File: config.mk
export PLATFORM = sky130hd
export DESIGN_NAME = psg_bus_regfile_flat
export DESIGN_NICKNAME = d
export VERILOG_FILES = /design/src/rtl/psg_bus_regfile_pkg.sv /design/src/rtl/psg_bus_regfile_if.sv /design/src/rtl/psg_bus_regfile.sv /design/src/flat_wrapper.sv
export SDC_FILE = /design/constraint.sdc
export NUM_CORES = 1
export LEC_CHECK = 0
export CAP_MARGIN = 20
export CORE_ASPECT_RATIO = 1.1
export CORE_MARGIN = 3
export CORE_UTILIZATION = 40
export CTS_CLUSTER_SIZE = 30
export DETAILED_ROUTE_END_ITERATION = 10
export DONT_BUFFER_PORTS = 1
export PLACE_DENSITY = 0.59
export SETUP_SLACK_MARGIN = 0.2
export SYNTH_ARGS = -nofsm -noshare
export SYNTH_HDL_FRONTEND = slang
export SYNTH_SLANG_ARGS = --single-unit
File: constraint.sdc
create_clock -name clk_logic -period 3.8 [get_ports clk_logic]
set_input_delay 0.38 -clock clk_logic [delete_from_list [all_inputs] [get_ports clk_logic]]
set_output_delay 0.38 -clock clk_logic [all_outputs]
set_load 0.02 [all_outputs]
File: src/rtl/psg_bus_regfile_pkg.sv
// Shared types for the PSG bus responder: bus-state encoding, register indices and write masks.
package psg_pkg;

    // Encoding is {BDIR, BC1} with BC2 tied high, as driven by VIA port B.
    typedef enum logic [1:0] {
        IDLE  = 2'b00,
        READ  = 2'b01,
        WRITE = 2'b10,
        LATCH = 2'b11
    } bus_state_e;

    localparam logic [3:0] R_PER_A_LO  = 4'd0;
    localparam logic [3:0] R_PER_A_HI  = 4'd1;
    localparam logic [3:0] R_PER_B_LO  = 4'd2;
    localparam logic [3:0] R_PER_B_HI  = 4'd3;
    localparam logic [3:0] R_PER_C_LO  = 4'd4;
    localparam logic [3:0] R_PER_C_HI  = 4'd5;
    localparam logic [3:0] R_NOISE     = 4'd6;
    localparam logic [3:0] R_MIXER     = 4'd7;
    localparam logic [3:0] R_AMP_A     = 4'd8;
    localparam logic [3:0] R_AMP_B     = 4'd9;
    localparam logic [3:0] R_AMP_C     = 4'd10;
    localparam logic [3:0] R_ENV_LO    = 4'd11;
    localparam logic [3:0] R_ENV_HI    = 4'd12;
    localparam logic [3:0] R_ENV_SHAPE = 4'd13;
    localparam logic [3:0] R_IOA       = 4'd14;
    localparam logic [3:0] R_IOB       = 4'd15;

    // Unimplemented bits are never stored, so readback sees them as zero like a real AY.
    function automatic logic [7:0] psg_reg_mask(input logic [3:0] idx);
        case (idx)
            R_PER_A_HI, R_PER_B_HI, R_PER_C_HI, R_ENV_SHAPE: psg_reg_mask = 8'h0F;
            R_NOISE, R_AMP_A, R_AMP_B, R_AMP_C:              psg_reg_mask = 8'h1F;
            default:                                         psg_reg_mask = 8'hFF;
        endcase
    endfunction

endpackage

File: src/rtl/psg_bus_regfile_if.sv
// VIA-to-PSG port bundle: strobe, chip reset, BC1/BDIR, data bus out and read data back.
interface psg_bus_regfile_if;
    logic       en_clk_psg_i;
    logic       reset_n_i;
    logic       bc_i;
    logic       bdir_i;
    logic [7:0] data_i;
    logic [7:0] data_r_o;

    modport master (
        output en_clk_psg_i, reset_n_i, bc_i, bdir_i, data_i,
        input  data_r_o
    );

    modport slave (
        input  en_clk_psg_i, reset_n_i, bc_i, bdir_i, data_i,
        output data_r_o
    );
endinterface

File: src/rtl/psg_bus_regfile.sv
// AY-3-8913 bus decoder and R0-R15 register file for one Mockingboard PSG.
// Optional macro PSG_IO_PORTS_EN adds the R14/R15 I/O port pins.
module psg_bus_regfile
    import psg_pkg::*;
#(
    parameter logic [3:0] CHIP_ADDR_HI = 4'h0,
    parameter logic [7:0] READ_IDLE    = 8'hFF
) (
    input  logic        clk_logic,
    input  logic        system_reset_n,
    psg_bus_regfile_if.slave psg_bus,
`ifdef PSG_IO_PORTS_EN
    input  logic [7:0]  ioa_i,
    input  logic [7:0]  iob_i,
    output logic [7:0]  ioa_o,
    output logic [7:0]  iob_o,
`endif
    output logic [11:0] period_a_o,
    output logic [11:0] period_b_o,
    output logic [11:0] period_c_o,
    output logic [4:0]  noise_period_o,
    output logic [7:0]  mixer_o,
    output logic [4:0]  amp_a_o,
    output logic [4:0]  amp_b_o,
    output logic [4:0]  amp_c_o,
    output logic [15:0] env_period_o,
    output logic [3:0]  env_shape_o,
    output logic        env_restart_o
);

    bus_state_e r_state;
    bus_state_e w_sampled;
    bus_state_e w_state_next;
    logic [3:0] r_addr;
    logic       r_selected;
    logic [7:0] r_regs [16];
    logic [7:0] r_data_r;
    logic       r_env_restart;
    logic       w_latch_fire;
    logic       w_write_fire;
    logic [7:0] w_rd_data;

    // Actions fire only on the strobe where the sampled state differs from the held one,
    // so a WRITE held across many strobes writes once.
    always_comb begin
        w_sampled    = bus_state_e'({psg_bus.bdir_i, psg_bus.bc_i});
        w_state_next = r_state;
        w_latch_fire = 1'b0;
        w_write_fire = 1'b0;
        if (psg_bus.en_clk_psg_i) begin
            w_state_next = w_sampled;
            if (w_sampled != r_state) begin
                w_latch_fire = (w_sampled == LATCH);
                w_write_fire = (w_sampled == WRITE) && r_selected;
            end
        end
    end

    always_comb begin
        w_rd_data = r_regs[r_addr];
`ifdef PSG_IO_PORTS_EN
        if (r_addr == R_IOA && !r_regs[R_MIXER][6]) w_rd_data = ioa_i;
        if (r_addr == R_IOB && !r_regs[R_MIXER][7]) w_rd_data = iob_i;
`endif
    end

    // NOTE: the register array is reset explicitly because the PSG reset line must
    // clear every register; this keeps it in flops rather than a RAM macro.
    always_ff @(posedge clk_logic or negedge system_reset_n) begin
        if (!system_reset_n) begin
            r_state       <= IDLE;
            r_addr        <= '0;
            r_selected    <= 1'b0;
            r_data_r      <= READ_IDLE;
            r_env_restart <= 1'b0;
            for (int i = 0; i < 16; i++) r_regs[i] <= '0;
        end else if (!psg_bus.reset_n_i) begin
            // Chip reset is level-sensitive on every clock and overrides any bus action.
            r_state       <= IDLE;
            r_addr        <= '0;
            r_selected    <= 1'b0;
            r_data_r      <= READ_IDLE;
            r_env_restart <= 1'b0;
            for (int i = 0; i < 16; i++) r_regs[i] <= '0;
        end else begin
            r_state       <= w_state_next;
            r_env_restart <= w_write_fire && (r_addr == R_ENV_SHAPE);
            if (w_latch_fire) begin
                r_addr     <= psg_bus.data_i[3:0];
                r_selected <= (psg_bus.data_i[7:4] == CHIP_ADDR_HI);
            end
            if (w_write_fire) r_regs[r_addr] <= psg_bus.data_i & psg_reg_mask(r_addr);
            if (psg_bus.en_clk_psg_i)
                r_data_r <= (w_sampled == READ && r_selected) ? w_rd_data : READ_IDLE;
        end
    end

    assign psg_bus.data_r_o = r_data_r;
    assign env_restart_o    = r_env_restart;

    assign period_a_o     = {r_regs[R_PER_A_HI][3:0], r_regs[R_PER_A_LO]};
    assign period_b_o     = {r_regs[R_PER_B_HI][3:0], r_regs[R_PER_B_LO]};
    assign period_c_o     = {r_regs[R_PER_C_HI][3:0], r_regs[R_PER_C_LO]};
    assign noise_period_o = r_regs[R_NOISE][4:0];
    assign mixer_o        = r_regs[R_MIXER];
    assign amp_a_o        = r_regs[R_AMP_A][4:0];
    assign amp_b_o        = r_regs[R_AMP_B][4:0];
    assign amp_c_o        = r_regs[R_AMP_C][4:0];
    assign env_period_o   = {r_regs[R_ENV_HI], r_regs[R_ENV_LO]};
    assign env_shape_o    = r_regs[R_ENV_SHAPE][3:0];

`ifdef PSG_IO_PORTS_EN
    assign ioa_o = r_regs[R_MIXER][6] ? r_regs[R_IOA] : 8'hFF;
    assign iob_o = r_regs[R_MIXER][7] ? r_regs[R_IOB] : 8'hFF;
`endif

endmodule

File: src/flat_wrapper.sv
// flat-port wrapper written by rule: the top's interface ports become plain ports
module psg_bus_regfile_flat import psg_pkg::*;
#(
    parameter logic [3:0] CHIP_ADDR_HI = 4'h0,
    parameter logic [7:0] READ_IDLE    = 8'hFF
)
  (clk_logic, system_reset_n, period_a_o, period_b_o, period_c_o, noise_period_o, mixer_o, amp_a_o, amp_b_o, amp_c_o, env_period_o, env_shape_o, env_restart_o, psg_bus_en_clk_psg_i, psg_bus_reset_n_i, psg_bus_bc_i, psg_bus_bdir_i, psg_bus_data_i, psg_bus_data_r_o);
  psg_bus_regfile_if psg_bus_i ();
  input  logic clk_logic;
  input  logic system_reset_n;
  output logic [11:0] period_a_o;
  output logic [11:0] period_b_o;
  output logic [11:0] period_c_o;
  output logic [4:0] noise_period_o;
  output logic [7:0] mixer_o;
  output logic [4:0] amp_a_o;
  output logic [4:0] amp_b_o;
  output logic [4:0] amp_c_o;
  output logic [15:0] env_period_o;
  output logic [3:0] env_shape_o;
  output logic env_restart_o;
  input wire logic [$bits(psg_bus_i.en_clk_psg_i)-1:0] psg_bus_en_clk_psg_i;
  input wire logic [$bits(psg_bus_i.reset_n_i)-1:0] psg_bus_reset_n_i;
  input wire logic [$bits(psg_bus_i.bc_i)-1:0] psg_bus_bc_i;
  input wire logic [$bits(psg_bus_i.bdir_i)-1:0] psg_bus_bdir_i;
  input wire logic [$bits(psg_bus_i.data_i)-1:0] psg_bus_data_i;
  output wire logic [$bits(psg_bus_i.data_r_o)-1:0] psg_bus_data_r_o;
  assign psg_bus_i.en_clk_psg_i = psg_bus_en_clk_psg_i;
  assign psg_bus_i.reset_n_i = psg_bus_reset_n_i;
  assign psg_bus_i.bc_i = psg_bus_bc_i;
  assign psg_bus_i.bdir_i = psg_bus_bdir_i;
  assign psg_bus_i.data_i = psg_bus_data_i;
  assign psg_bus_data_r_o = psg_bus_i.data_r_o;
  psg_bus_regfile #(.CHIP_ADDR_HI(CHIP_ADDR_HI), .READ_IDLE(READ_IDLE)) u_core (.clk_logic(clk_logic), .system_reset_n(system_reset_n), .psg_bus(psg_bus_i), .period_a_o(period_a_o), .period_b_o(period_b_o), .period_c_o(period_c_o), .noise_period_o(noise_period_o), .mixer_o(mixer_o), .amp_a_o(amp_a_o), .amp_b_o(amp_b_o), .amp_c_o(amp_c_o), .env_period_o(env_period_o), .env_shape_o(env_shape_o), .env_restart_o(env_restart_o));
endmodule
==> metrics.md <==
| Metric | Value |
|---|---|
| Status | finished with violations |
| Failing checks | hold timing |
| F_max | roughly 400 MHz |
| Final Critical Period | between 2 and 2.5 ns |
| DP HPWL | approximately 15 mm |
| Avg Cell Area, Syn | approximately 9.4 sq um |
| Initial antenna violation count | 0 |
| FP Rows | 53 |
| Worst Path Required | approximately 4.1 ns |
| Setup TNS | 0 ns |
| CTS tree | yes |
| Area Growth Syn to Fin | 0.2230% |
| Number of global-route vias before repair | 5578 |
| Worst hold path class | input port to asynchronous set/reset pin |
| Kind of end point of the critical path | register |
| Final #Nets | 725 |
| Vias | around 5700 |
| Inserted Clock Buffers | 17 |
| Number of synthesized flops with an enable pin | 0 |
| Worst-Skew Late Latency | around 0.43 ns |
| CP arrival | ~2.7 ns |
| Syn Nets | 855 |
| Pin count of the biggest net entering global routing | ~150 |
| Chip Width | between 100 and 150 microns |
| VDD IR max | roughly 0.34 mV |
| GR Util met2 | 0.3381 |
| Buf/Inv on CP | 1 |
| Routability cong. | 0.8021 |
| Max_cap viols | 0 |
| Startpoint types | register |
| Max transition margin | 0.3843 |
| Post-route DRC | 0 |
| Yosys cell types | 36 |
| Leading area contributor after synthesis | dfrtp_1 |
| CP Max Fanout | 28 |
| Share of the synthesized area in the top cell type | 0.4333 |
| Placement-stage cell area | ~0.0073 sq mm |
| Hold Fails Final Rpt | roughly 140 |
| FF+latch count, synth | between 100 and 150 |
| Die ar. | between 0.02 and 0.025 sq mm |
| Static leakage | 0.003042 uW |
| Worst-margin pin slew | 0.9235 ns |
| Most frequent cells after synthesis | nand2_1, dfrtp_1, a21oi_1, buf_4, nand3_1 |
| Initial Util | 0.4099 |
| Final ANT Viol Nets | 0 |
| Top-count cell post-synth | nand2_1 |
| Final core utilization | 0.4108 |
| Tot GR Track Use | 0.2182 |
| Synthesized area | 0.007855 sq mm |
| Register area share after synthesis | 0.4600 |
| Crit-path slowest cell | dfrtp_2 |
| Drt wl/cell | 23.74 microns |
| First-pass GRT wire length | between 30 and 40 mm |
| GR peak layer | met2 |
| WL final | between 20 and 25 mm |
| RSZ-0062 raised after global routing | false |
| Clock Skew | a little over 0.006 ns |
| Setup repair bufs after CTS | 0 |
| Clock Tree Root | clkbuf_16 |
| Crit-path leading delay family | flip-flops |
| Hold WS | -0.3529 ns |
| Vias per inst | between 5 and 6 |
| CTS max path bufs | 2 |
| Tcrit/Tclk final | 0.6509 |
| Clk slew on worst S/H paths | 0.06 ns |
| DR pass1 iterations | 5 |
| Pwr Density | around 430 mW/mm^2 |
| Top-level I/O count | ~110 |
| # fillers | 1851 |
| CTS sink count | between 100 and 150 |
| Synth Warn # | 0 |
| Share of post-route cells with drive strength above 1 | 0.1210 |
| Critical path class | register to register |
| Critical path's largest stage delay | 0.53 ns |
| Initial DRC Count | 521 |
| Cell Chain, Critical Path | buf_4 > ha_1 > nand3_1 > o211a_1 > nand2_1 > a21oi_1 |
| Final instance area | between 0.007 and 0.008 sq mm |
| Ys async rst share | 1.000 |
| Non-filler cells, final | 966 |
| DP Cell Count | 934 |
| Post-Synthesis Cells | roughly 840 |
| Core area | approximately 0.019 sq mm |
| Met1 Use GR | 0.2948 |
| N_diodes | 0 |
| I/O Buffers | 0 |
| Post-synth top flop | dfrtp_1 |
| Max-slew violation count | 0 |
| Setup violators final | 0 |
| Congestion Overflow GR | 0 |
| CTS H-tree lvls | 4 |
| Met3 Usage GRT | 0.06884 |
| PostCTS Resize Cnt | 0 |
| Largest cells by area after synthesis | dfrtp_1, nand2_1, a21oi_1, buf_4, mux4_2 |
| Chip height | ~150 microns |
## worst paths after layout
| path | from | endpoint | slack, ns | cells after the start |
|---|---|---|---|---|
| min | system_reset_n | u_core.period_b_o[10] | -0.35 | 0 |
| min reg2reg | u_core.r_regs[10] | u_core.r_regs[10] | 0.52 | 2 |
| max in group asynchronous | system_reset_n | u_core.psg_bus.data_r_o[5] | 3.91 | 0 |
| min in group clk_logic | psg_bus_data_i[3] | u_core.env_period_o[11] | 0.08 | 2 |
| max reg2reg | u_core.r_addr[0] | u_core.env_period_o[4] | 1.33 | 6 |
| max | u_core.r_addr[0] | u_core.env_period_o[4] | 1.33 | 6 |
## per-layer routing
layer / vias up / share of wire
met3: 31 / 0.081
met5: - / 0
met4: 0 / 0.022
li1: 2548 / -
met2: 214 / 0.48
met1: 2884 / 0.42
## layout by cell type (no fill, tap or decap), types with 5 or more instances in the layout
cell type,count
a211oi_1,6
a21oi_1,134
a22oi_1,10
and4_1,16
buf_4,10
clkbuf_16,17
clkinv_2,6
dfrtp_1,134
dfstp_2,8
ha_1,5
mux2i_1,21
mux4_2,22
nand2_1,208
nand3_1,50
nand4_1,7
nand4_2,9
nor2_1,15
o22ai_1,6
## power by group
group          internal, uW  switching (uW)  leakage [uW]
Clock                  1090             662      0.000304
Combinational          26.5            76.1      0.000758
Sequential             1540            6.51       0.00198
## metrics by stage
step	setup WS (ns)	power [uW]
finish	1.327	3402
global placement	1.394	1673
global route	1.103	3500
CTS	1.299	3425
floorplan	1.545	1669
detailed placement	1.323	1673
## cell families (layout without fill, tap and decap cells)
| family | after synthesis | after routing | synth area share |
|---|---|---|---|
| adders and majority gates | 5 | 5 | 0.007964 |
| muxes | 49 | 49 | 0.1059 |
| buffers and inverters | 162 | 45 | 0.1287 |
| and+or+nand+nor | 317 | 317 | 0.1884 |
| AOI/OAI and AO/OA | 159 | 159 | 0.1090 |
| DFF | 144 | 144 | 0.4600 |
## cell type report
class,instances,area (sq um),area share
Clock inverter,11,135.1,0.01716
Clock buffer,21,480.5,0.06103
Multi-Input combinational cell,530,3243,0.4120
Timing Repair Buffer,10,75.07,0.009536
Tap cell,247,309.0,0.03926
Inverter,3,13.76,0.001748
Sequential cell,144,3616,0.4593
## state kept, by name, indices dropped and copies added, names as in the netlist
name and count:
u_core.period_a_o 12, u_core.env_restart_o 1, u_core.r_selected 1, u_core.amp_b_o 5
u_core.amp_a_o 5, u_core.mixer_o 8, u_core.env_shape_o 4, u_core.period_c_o 12
u_core.r_addr 4, u_core.amp_c_o 5, u_core.noise_period_o 5, u_core.psg_bus.data_r_o 8
u_core.r_regs 44, u_core.env_period_o 16, u_core.period_b_o 12, u_core.r_state 2
(Power assumes the default switching activity.)
